## config.mk

```make
export PLATFORM = sky130hd
export DESIGN_NAME = link_slave_rx_flat
export DESIGN_NICKNAME = d
export VERILOG_FILES = /design/src/rtl/link_pkg.sv /design/src/rtl/link_slave_rx_if.sv /design/src/rtl/link_slave_rx.sv /design/src/flat_wrapper.sv
export SDC_FILE = /design/constraint.sdc
export NUM_CORES = 1
export LEC_CHECK = 0
export CAP_MARGIN = 20
export CORE_ASPECT_RATIO = 2
export CORE_MARGIN = 3
export CORE_UTILIZATION = 30
export DETAILED_ROUTE_END_ITERATION = 8
export PLACE_DENSITY = 0.57
export SYNTH_ARGS = -nofsm -noshare
export SYNTH_HDL_FRONTEND = slang
export SYNTH_SLANG_ARGS = --single-unit
export TNS_END_PERCENT = 20
```

## constraint.sdc

```tcl
create_clock -name clk -period 2.5 [get_ports clk]
set_input_delay 0.5 -clock clk [delete_from_list [all_inputs] [get_ports clk]]
set_output_delay 0.5 -clock clk [all_outputs]
set_load 0.01 [all_outputs]
```

## src/rtl/link_pkg.sv

```systemverilog
// Shared constants and state encoding for the on-chip byte link.
// Used by the link master, the receiving slave and link_top so that
// byte width, default frame length and the handshake state encoding
// stay consistent across both ends of the link.
package link_pkg;

    localparam int LINK_W          = 8;   // bits per link byte
    localparam int LINK_NBYTES_DEF = 4;   // default bytes per frame
    localparam int LINK_HOLD_W     = 4;   // wide enough for ACK_HOLD up to 15

    typedef enum logic {
        IDLE = 1'b0,
        ACK  = 1'b1
    } link_state_t;

endpackage

```

## src/rtl/link_slave_rx_if.sv

```systemverilog
// 4-phase req/ack byte link between the link master and the receiving slave.
//   req     : master request, data_in valid while high
//   data_in : byte from master
//   ack     : acknowledge from slave
// Modports: master drives req/data_in, slave drives ack.
interface link_slave_rx_if;
    import link_pkg::*;

    logic              req;
    logic [LINK_W-1:0] data_in;
    logic              ack;

    modport master (output req, output data_in, input ack);
    modport slave  (input req, input data_in, output ack);

endinterface

```

## src/rtl/link_slave_rx.sv

```systemverilog
// Receiving end of the on-chip byte link. Accepts bytes over a 4-phase
// req/ack handshake and assembles NBYTES of them into one frame.
// Ports:
//   clk, rst    : clock and asynchronous active-high reset
//   lnk         : slave side of the req/data_in/ack handshake
//   frame       : last completed frame, byte 0 in bits [7:0]
//   frame_valid : one-cycle pulse when frame updates
//   byte_cnt    : bytes captured in the frame under construction
module link_slave_rx
    import link_pkg::*;
#(
    parameter int  NBYTES   = LINK_NBYTES_DEF,
    parameter int  ACK_HOLD = 1,
    localparam int CNT_W    = $clog2(NBYTES + 1)
) (
    input  logic                     clk,
    input  logic                     rst,
    link_slave_rx_if.slave           lnk,
    output logic [LINK_W*NBYTES-1:0] frame,
    output logic                     frame_valid,
    output logic [CNT_W-1:0]         byte_cnt
);

    localparam int IDX_W = (NBYTES > 1) ? $clog2(NBYTES) : 1;

    link_state_t             state, state_next;
    logic [LINK_HOLD_W-1:0]  hold, hold_next;
    logic                    capture;
    logic                    done;
    logic [IDX_W-1:0]        slot;

    // Assembly buffer is kept apart from frame so partial frames never show.
    logic [NBYTES-1:0][LINK_W-1:0] asm_buf;

    assign slot    = byte_cnt[IDX_W-1:0];
    assign lnk.ack = (state == ACK);

    always_comb begin
        state_next = state;
        hold_next  = hold;
        capture    = 1'b0;
        done       = 1'b0;
        case (state)
            IDLE: begin
                if (lnk.req) begin
                    capture    = 1'b1;
                    hold_next  = LINK_HOLD_W'(ACK_HOLD);
                    state_next = ACK;
                end
            end
            ACK: begin
                if (hold != '0) begin
                    hold_next = hold - 1'b1;
                end
                // Exit is judged on the post-decrement count, so ack is high
                // for exactly ACK_HOLD cycles when req is already low.
                if ((hold <= LINK_HOLD_W'(1)) && !lnk.req) begin
                    state_next = IDLE;
                    done       = (byte_cnt == CNT_W'(NBYTES));
                end
            end
            default: state_next = IDLE;
        endcase
    end

    always_ff @(posedge clk or posedge rst) begin
        if (rst) begin
            state       <= IDLE;
            hold        <= '0;
            byte_cnt    <= '0;
            frame       <= '0;
            frame_valid <= 1'b0;
        end else begin
            state       <= state_next;
            hold        <= hold_next;
            frame_valid <= done;
            if (capture) begin
                byte_cnt <= byte_cnt + 1'b1;
            end else if (done) begin
                byte_cnt <= '0;
            end
            if (done) begin
                frame <= asm_buf;
            end
        end
    end

    // Data-only storage; byte_cnt reset is what discards a partial frame.
    always_ff @(posedge clk) begin
        if (capture) begin
            asm_buf[slot] <= lnk.data_in;
        end
    end

endmodule

```

## src/flat_wrapper.sv

```systemverilog
// flat-port wrapper written by rule: the top's interface ports become plain ports
module link_slave_rx_flat import link_pkg::*;
#(
    parameter int  NBYTES   = LINK_NBYTES_DEF,
    parameter int  ACK_HOLD = 1,
    localparam int CNT_W    = $clog2(NBYTES + 1)
)
  (clk, rst, frame, frame_valid, byte_cnt, lnk_req, lnk_data_in, lnk_ack);
  link_slave_rx_if lnk_i ();
  input  logic clk;
  input  logic rst;
  output logic [LINK_W*NBYTES-1:0] frame;
  output logic frame_valid;
  output logic [CNT_W-1:0] byte_cnt;
  input wire logic [$bits(lnk_i.req)-1:0] lnk_req;
  input wire logic [$bits(lnk_i.data_in)-1:0] lnk_data_in;
  output wire logic [$bits(lnk_i.ack)-1:0] lnk_ack;
  assign lnk_i.req = lnk_req;
  assign lnk_i.data_in = lnk_data_in;
  assign lnk_ack = lnk_i.ack;
  link_slave_rx #(.NBYTES(NBYTES), .ACK_HOLD(ACK_HOLD)) u_core (.clk(clk), .rst(rst), .lnk(lnk_i), .frame(frame), .frame_valid(frame_valid), .byte_cnt(byte_cnt));
endmodule
```

==> results of run 1 <==
per-layer routing:
layer | wire length (µm) | vias to the layer above | part of all wire, %
li1 | - | 664 | -
met1 | 1882 | 742 | 36
met2 | 2997 | 28 | 58
met3 | 157 | 6 | 3.0
met4 | 141 | 0 | 2.7
met5 | 0 | - | 0
cell type report:
cell class,count,area [µm²]
multi-input cells,71,661.9
fillers,786,5117
inverters,6,22.52
well taps,100,125.1
repair buffers,49,498.0
clock inverters,7,71.32
clock buffers,9,225.2
flip-flops and latches,73,1987
state kept, by name, indices dropped and copies added, names as in the netlist:
| signal | cells |
|---|---|
| u_core.asm_buf | 32 |
| u_core.hold | 4 |
| u_core.byte_cnt | 3 |
| u_core.frame | 32 |
| u_core.frame_valid | 1 |
| u_core.lnk.ack | 1 |
stage by stage:
stage	hold slack [ns]	area [µm²]
after floorplan	0.4390	2716
after global placement	0.4442	3294
after detailed placement	0.4555	3294
after CTS	0.4622	3591
after global routing	0.4747	3591
final	0.4627	3591
final timing paths:
path                               startpoint          endpoint  slack (ns)
max                            u_core.lnk.ack           lnk_ack        0.51
min                         u_core.asm_buf[2]   u_core.frame[2]        0.46
max reg2reg                u_core.byte_cnt[1]  u_core.frame[26]        0.66
min reg2reg                 u_core.asm_buf[2]   u_core.frame[2]        0.46
max in group asynchronous                 rst  u_core.frame[13]        1.51
min in group asynchronous                 rst  u_core.frame[25]        0.61
cells by family (layout without fill, tap and decap cells):
group,count (synthesis),count (layout),share of synthesized area (%)
buffers and inverters,10,71,2.487
multiplexers,32,32,13.27
XOR/XNOR,1,1,0.3225
adder cells (fa/ha/maj),6,6,2.764
flip-flops,73,73,73.15
AO/OA/AOI/OAI,10,10,2.211
AND/OR/NAND/NOR,22,22,5.804
cell usage in the layout (no fill, tap or decap):
cell type and count:
clkinv_2 2, nor3_1 2, clkinv_4 1, o31ai_1 2, nand3b_1 1, xor2_1 1
nand4b_4 1, clkdlybuf4s50_1 47, mux2_2 29, dfrtp_1 41, inv_1 5, nand2_1 4
nor2b_1 2, nand4b_1 1, nor4bb_1 1, ha_1 6, nor2_1 3, clkinv_1 1
bufinv_16 1, o21ai_0 6, clkinvlp_4 3, edfxtp_1 32, nor4_4 1, buf_4 1
mux2_1 3, nand2b_1 3, buf_12 1, and2_1 3, a21o_1 1, clkbuf_16 9
o211ai_1 1
power by group through the flow:
stage	combinational, mW	clock (mW)	sequential (mW)
2_1_floorplan	0.525	0	1.91
3_3_place_gp	1.25	0	1.86
3_5_place_dp	1.27	0	1.87
4_1_cts	1.28	1.28	1.85
5_1_grt	1.35	1.33	1.88
6_report	1.25	1.24	1.83
==> results.sh, run 1 <==
export IMPL_cts_resized=0
export IMPL_yosysUniqueCellTypes=23
export IMPL_cp_max_fo=11
export IMPL_power_total_mw=4.320
export IMPL_wl_per_cell_um=16.44
export IMPL_clockBufferDepth=2
export IMPL_synthCells=154
export IMPL_gp_congestion=0.7280
export IMPL_crit_path_end_kind="primary output"
export IMPL_hold_path_depth=1
export IMPL_drive_gt1_share_pct=22.79
export IMPL_overflow=0
export IMPL_cap_violations=0
export IMPL_synth_area_leaders="dfrtp_1, edfxtp_1, mux2_2"
export IMPL_cts_sinks=73
export IMPL_path_class="reg -> out"
export IMPL_worst_path_largest_cell_delay_ns=0.61
export IMPL_switching_share_pct=27.95
export IMPL_worstPathArrival_ns=1.49
export IMPL_syn_area_per_cell_um2=17.64
export IMPL_netlist_top_cells_count="dfrtp_1, edfxtp_1, mux2_2"
export IMPL_top_usage_layer="met2"
export IMPL_clockPowerShare_pct=28.7
export IMPL_p_int_mw=3.112
export IMPL_grt_pass1_vias=1589
export IMPL_grt_pass1_wl_um=8293
export IMPL_required_ns=2.00
export IMPL_yosysMostFrequentCell="dfrtp_1"
export IMPL_setup_viol_count_final=0
export IMPL_ys_ff_latch=73
export IMPL_viasPerCell=4.571
export IMPL_rsz0062_at_grt="no"
export IMPL_slowest_stage="clkdlybuf4s50_1"
export IMPL_worst_pin_slew_ns=0.5547
export IMPL_finalHoldViolations=0
export IMPL_vias=1440
export IMPL_slew_viol_final=0
export IMPL_leakage_nw=1.457
export IMPL_fin_skew_ns=0.004382
export IMPL_clk_pin_slew_ns=0.06
export IMPL_crit_cells=1
export IMPL_die_h_um=140.6
export IMPL_fmax_mhz=501.6
export IMPL_startpoint_type="flip-flop"
export IMPL_drc=0
export IMPL_met3_usage_pct=2.284
export IMPL_final_setup_tns_ns=0
export IMPL_finalWirelength_um=5178
export IMPL_postCtsSetupBuffers=0
export IMPL_cts_made_buffers=9
export IMPL_holdBufCountCts=0
export IMPL_area_growth_pct=32.20
export IMPL_yosys_area_top_type_share_pct=37.77
export IMPL_post_route_min_period_ns=1.993
export IMPL_setup_ws_ns=0.5065
export IMPL_synth_edf_count=32
export IMPL_antenna_found_initial=0
export IMPL_post_place_cells=299
export IMPL_synthesis_nets=171
export IMPL_cts_tree="built"
export IMPL_ios=48
export IMPL_synth_seq_area_share_pct=73.15
export IMPL_dp_hpwl_um=3667
export IMPL_r2r_cells=6
export IMPL_preCtsSetupSlack_ns=0.2977
export IMPL_fin_nets=227
export IMPL_path_cells="clkdlybuf4s50_1"
export IMPL_post_route_period_util_pct=79.74
export IMPL_synth_top_cell_by_area="dfrtp_1"
export IMPL_synth_top_flop_cell="dfrtp_1"
export IMPL_cp_num_buf_inv=1
export IMPL_final_cells=315
export IMPL_slew_headroom_pct=63.02
export IMPL_io_buffers=47
export IMPL_ir_drop_uv=538.2
export IMPL_met2_usage_pct=19.93
export IMPL_hold_path_class="reg -> reg"
export IMPL_worstSkewPairLatency_ns=0.32
export IMPL_power_density_nw_per_um2=1203
export IMPL_comb_power_share_pct=28.9
export IMPL_diodes=0
export IMPL_die_w_um=73.29
export IMPL_rows=48
export IMPL_syn_area_um2=2716
export IMPL_dieArea_um2=10300
export IMPL_seqPwrFrac_pct=42.5
export IMPL_grt_util_all_layers_pct=11.10
export IMPL_htreeDepth=3
export IMPL_drt_pre_antenna_iters=4
export IMPL_async_reset_ff_share_pct=56.16
export IMPL_core_um2=8708
export IMPL_met1_usage_pct=11.36
export IMPL_fin_util_pct=41.24
export IMPL_p_sw_mw=1.207
export IMPL_drt_iter0_drc=62
export IMPL_ant_nets=0
export IMPL_critPathTopFamily="buffers and inverters"
export IMPL_initial_core_util_pct=31.19
export IMPL_yosys_warnings=0
export IMPL_grt_max_degree=42
export IMPL_status="finished, final reports clean"
export IMPL_root_buffer="clkbuf_16"
Power figures use the tool's default switching activity.
==> run 2: changes to the inputs <==
--- a/config.mk
+++ b/config.mk
@@ -10,7 +10,7 @@
 export CORE_MARGIN = 3
 export CORE_UTILIZATION = 30
 export DETAILED_ROUTE_END_ITERATION = 8
-export PLACE_DENSITY = 0.57
+export PLACE_DENSITY = 0.59
 export SYNTH_ARGS = -nofsm -noshare
 export SYNTH_HDL_FRONTEND = slang
 export SYNTH_SLANG_ARGS = --single-unit
==> constraint.sdc (replaced) <==
create_clock -name clk -period 1.8 [get_ports clk]
set_input_delay 0.36 -clock clk [delete_from_list [all_inputs] [get_ports clk]]
set_output_delay 0.36 -clock clk [all_outputs]
set_load 0.01 [all_outputs]
==> run 2 against run 1 <==
Register-to-register slack worse by 0.64 ns. Via count rose by 4.2%. Sequential share of layout area shrank 3.2 points. Clock skew about the same. Utilization increased by 2.6 points. Routed wire length is 4.8% higher. Clock-buffer cell count increased by 3. Clock power up 35%. Combinational power increased by 62%. Critical path type is now reg -> reg. Critical endpoint is now u_core.frame[4].
==> results.sh, run 2 (synthesized netlist as in run 1, its figures left out) <==
export IMPL_grt_pass1_vias=1580
export IMPL_root_buffer="clkbuf_16"
export IMPL_ir_drop_uv=569.3
export IMPL_layout_common_cells="clkdlybuf4s50_1, dfrtp_1, edfxtp_1"
export IMPL_drt_iter0_drc=77
export IMPL_post_route_min_period_ns=1.781
export IMPL_dr_wl_met2_um=3182
export IMPL_holdBufCountCts=0
export IMPL_overflow=0
export IMPL_grt_util_all_layers_pct=11.09
export IMPL_vias=1501
export IMPL_top_regs="u_core.asm_buf (32), u_core.frame (32), u_core.hold (4)"
export IMPL_grt_pass1_wl_um=8307
export IMPL_setup_viol_count_final=0
export IMPL_mostFrequentLayoutCell="clkdlybuf4s50_1"
export IMPL_slew_viol_final=0
export IMPL_path_cells="inv_4, ha_4, nand4b_4, nor4_4, buf_4, clkbuf_16, mux2_2"
export IMPL_ant_nets=0
export IMPL_dp_hpwl_um=3694
export IMPL_antenna_found_initial=0
export IMPL_path_class="reg -> reg"
export IMPL_fin_nets=243
export IMPL_grt_max_degree=42
export IMPL_finalHoldViolations=0
export IMPL_clockBufferDepth=2
export IMPL_crit_path_end_kind="flip-flop"
export IMPL_worstSkewPairLatency_ns=0.32
export IMPL_rows=48
export IMPL_required_ns=2.00
export IMPL_drc=0
export IMPL_clk_pin_slew_ns=0.05
export IMPL_wl_met3_um=150
export IMPL_initial_core_util_pct=31.19
export IMPL_core_um2=8708
export IMPL_wl_per_cell_um=16.40
export IMPL_fmax_mhz=561.6
export IMPL_cts_made_buffers=9
export IMPL_worstPathArrival_ns=1.98
export IMPL_startpoint_type="flip-flop"
export IMPL_power_density_nw_per_um2=1624
export IMPL_rsz0062_at_grt="yes"
export IMPL_leakage_nw=1.565
export IMPL_preCtsSetupSlack_ns=-0.1467
export IMPL_drt_pre_antenna_iters=4
export IMPL_setup_ws_ns=0.01949
export IMPL_status="finished, final reports clean"
export IMPL_viasPerCell=4.535
export IMPL_dieArea_um2=10300
export IMPL_die_w_um=73.29
export IMPL_area_growth_pct=40.49
export IMPL_post_route_period_util_pct=98.92
export IMPL_io_buffers=47
export IMPL_drive_gt1_share_pct=30.30
export IMPL_cts_tree="built"
export IMPL_wl_met1_um=1985
export IMPL_cp_num_buf_inv=3
export IMPL_ios=48
export IMPL_cap_violations=0
export IMPL_dpl_cell_area_um2=3456
export IMPL_critPathTopFamily="flip-flops"
export IMPL_gp_congestion=0.7029
export IMPL_slew_headroom_pct=74.68
export IMPL_cp_max_fo=7
export IMPL_design_area_um2=3816
export IMPL_worst_path_largest_cell_delay_ns=0.42
export IMPL_diodes=0
export IMPL_htreeDepth=3
export IMPL_cts_sinks=73
export IMPL_slowest_stage="dfrtp_2"
export IMPL_hold_path_class="in -> async"
export IMPL_highest_layer="met4"
export IMPL_die_h_um=140.6
export IMPL_finalWirelength_um=5428
export IMPL_fin_skew_ns=0.003908
export IMPL_worst_pin_slew_ns=0.3747
## run 2: cell types whose count changed in the layout (fill, tap and decap cells not counted), sizes merged
cell | before | now
buf | 2 | 17
clkbuf | 9 | 13
clkinvlp | 3 | 1
bufinv | 1 | 0
clkinv | 4 | 3
inv | 5 | 6
## run 2: path summary, 6_finish.rpt
check	startpoint	to	slack [ns]	depth (start not counted)
max reg2reg	u_core.byte_cnt[0]	u_core.frame[4]	0.02	7
min	rst	u_core.frame[17]	0.38	3
min in group clk	u_core.asm_buf[2]	u_core.frame[2]	0.46	1
max	u_core.byte_cnt[0]	u_core.frame[4]	0.02	7
max in group asynchronous	rst	u_core.frame[29]	1.21	3
min reg2reg	u_core.asm_buf[2]	u_core.frame[2]	0.46	1
## run 2: through the flow
stage | util [%] | instances | power (mW) | TNS (ns) | hold slack (ns)
after floorplan | - | 154 | 3.418 | -1.145 | 0.4390
after global placement | 39.68 | 310 | 4.489 | -5.518 | 0.4426
after detailed placement | 39.68 | 310 | 4.546 | -6.232 | 0.4560
after CTS | 43.12 | 327 | 6.267 | 0 | 0.3851
after global routing | 43.82 | 331 | 6.543 | -0.7479 | 0.4119
final | 43.82 | 331 | 6.199 | 0 | 0.3772
## run 2: final cells by class
class,count,area [µm²]
Clock inverter,4,25.02
Multi-Input combinational cell,71,680.7
Inverter,6,25.02
Sequential cell,73,1988
Tap cell,100,125.1
Timing Repair Buffer,65,705.7
Clock buffer,12,266.5
Fill cell,795,4892
## run 2: per-layer routing
layer | up-vias | GRT usage [%]
met3 | 7 | 2.712
met2 | 31 | 19.70
li1 | 698 | -
met1 | 765 | 11.41
met4 | 0 | 6.128
met5 | - | 0
## run 2: what timing repair did
item	CTS	global route
resized for setup	0	3
pin swaps	0	1
cloned	0	2
buffers inserted	1	2
setup endpoints to repair	1	32
## run 2: worst reg2reg max path, delay by kind of cell, from the launching register on
family	cells	cell delay, ns
adder cells (fa/ha/maj)	1	0.15
AND/OR/NAND/NOR	2	0.35
multiplexers	1	0.33
buffers and inverters	3	0.43
flip-flops	1	0.42
## run 2: report_power, final
group / leakage, nW / switching [mW] / internal [mW]
Clock: 0.143 / 0.628 / 1.04
Combinational: 0.596 / 0.803 / 1.22
Sequential: 0.826 / 0.289 / 2.22
Total: 1.56 / 1.72 / 4.48
==> run 3: changes to the inputs <==
--- a/config.mk
+++ b/config.mk
@@ -5,7 +5,7 @@
 export SDC_FILE = /design/constraint.sdc
 export NUM_CORES = 1
 export LEC_CHECK = 0
-export CAP_MARGIN = 20
+export CAP_MARGIN = 25
 export CORE_ASPECT_RATIO = 2
 export CORE_MARGIN = 3
 export CORE_UTILIZATION = 30
==> results of run 3 <==
The final DEF is identical to that of run 2; final timing and power are the same.
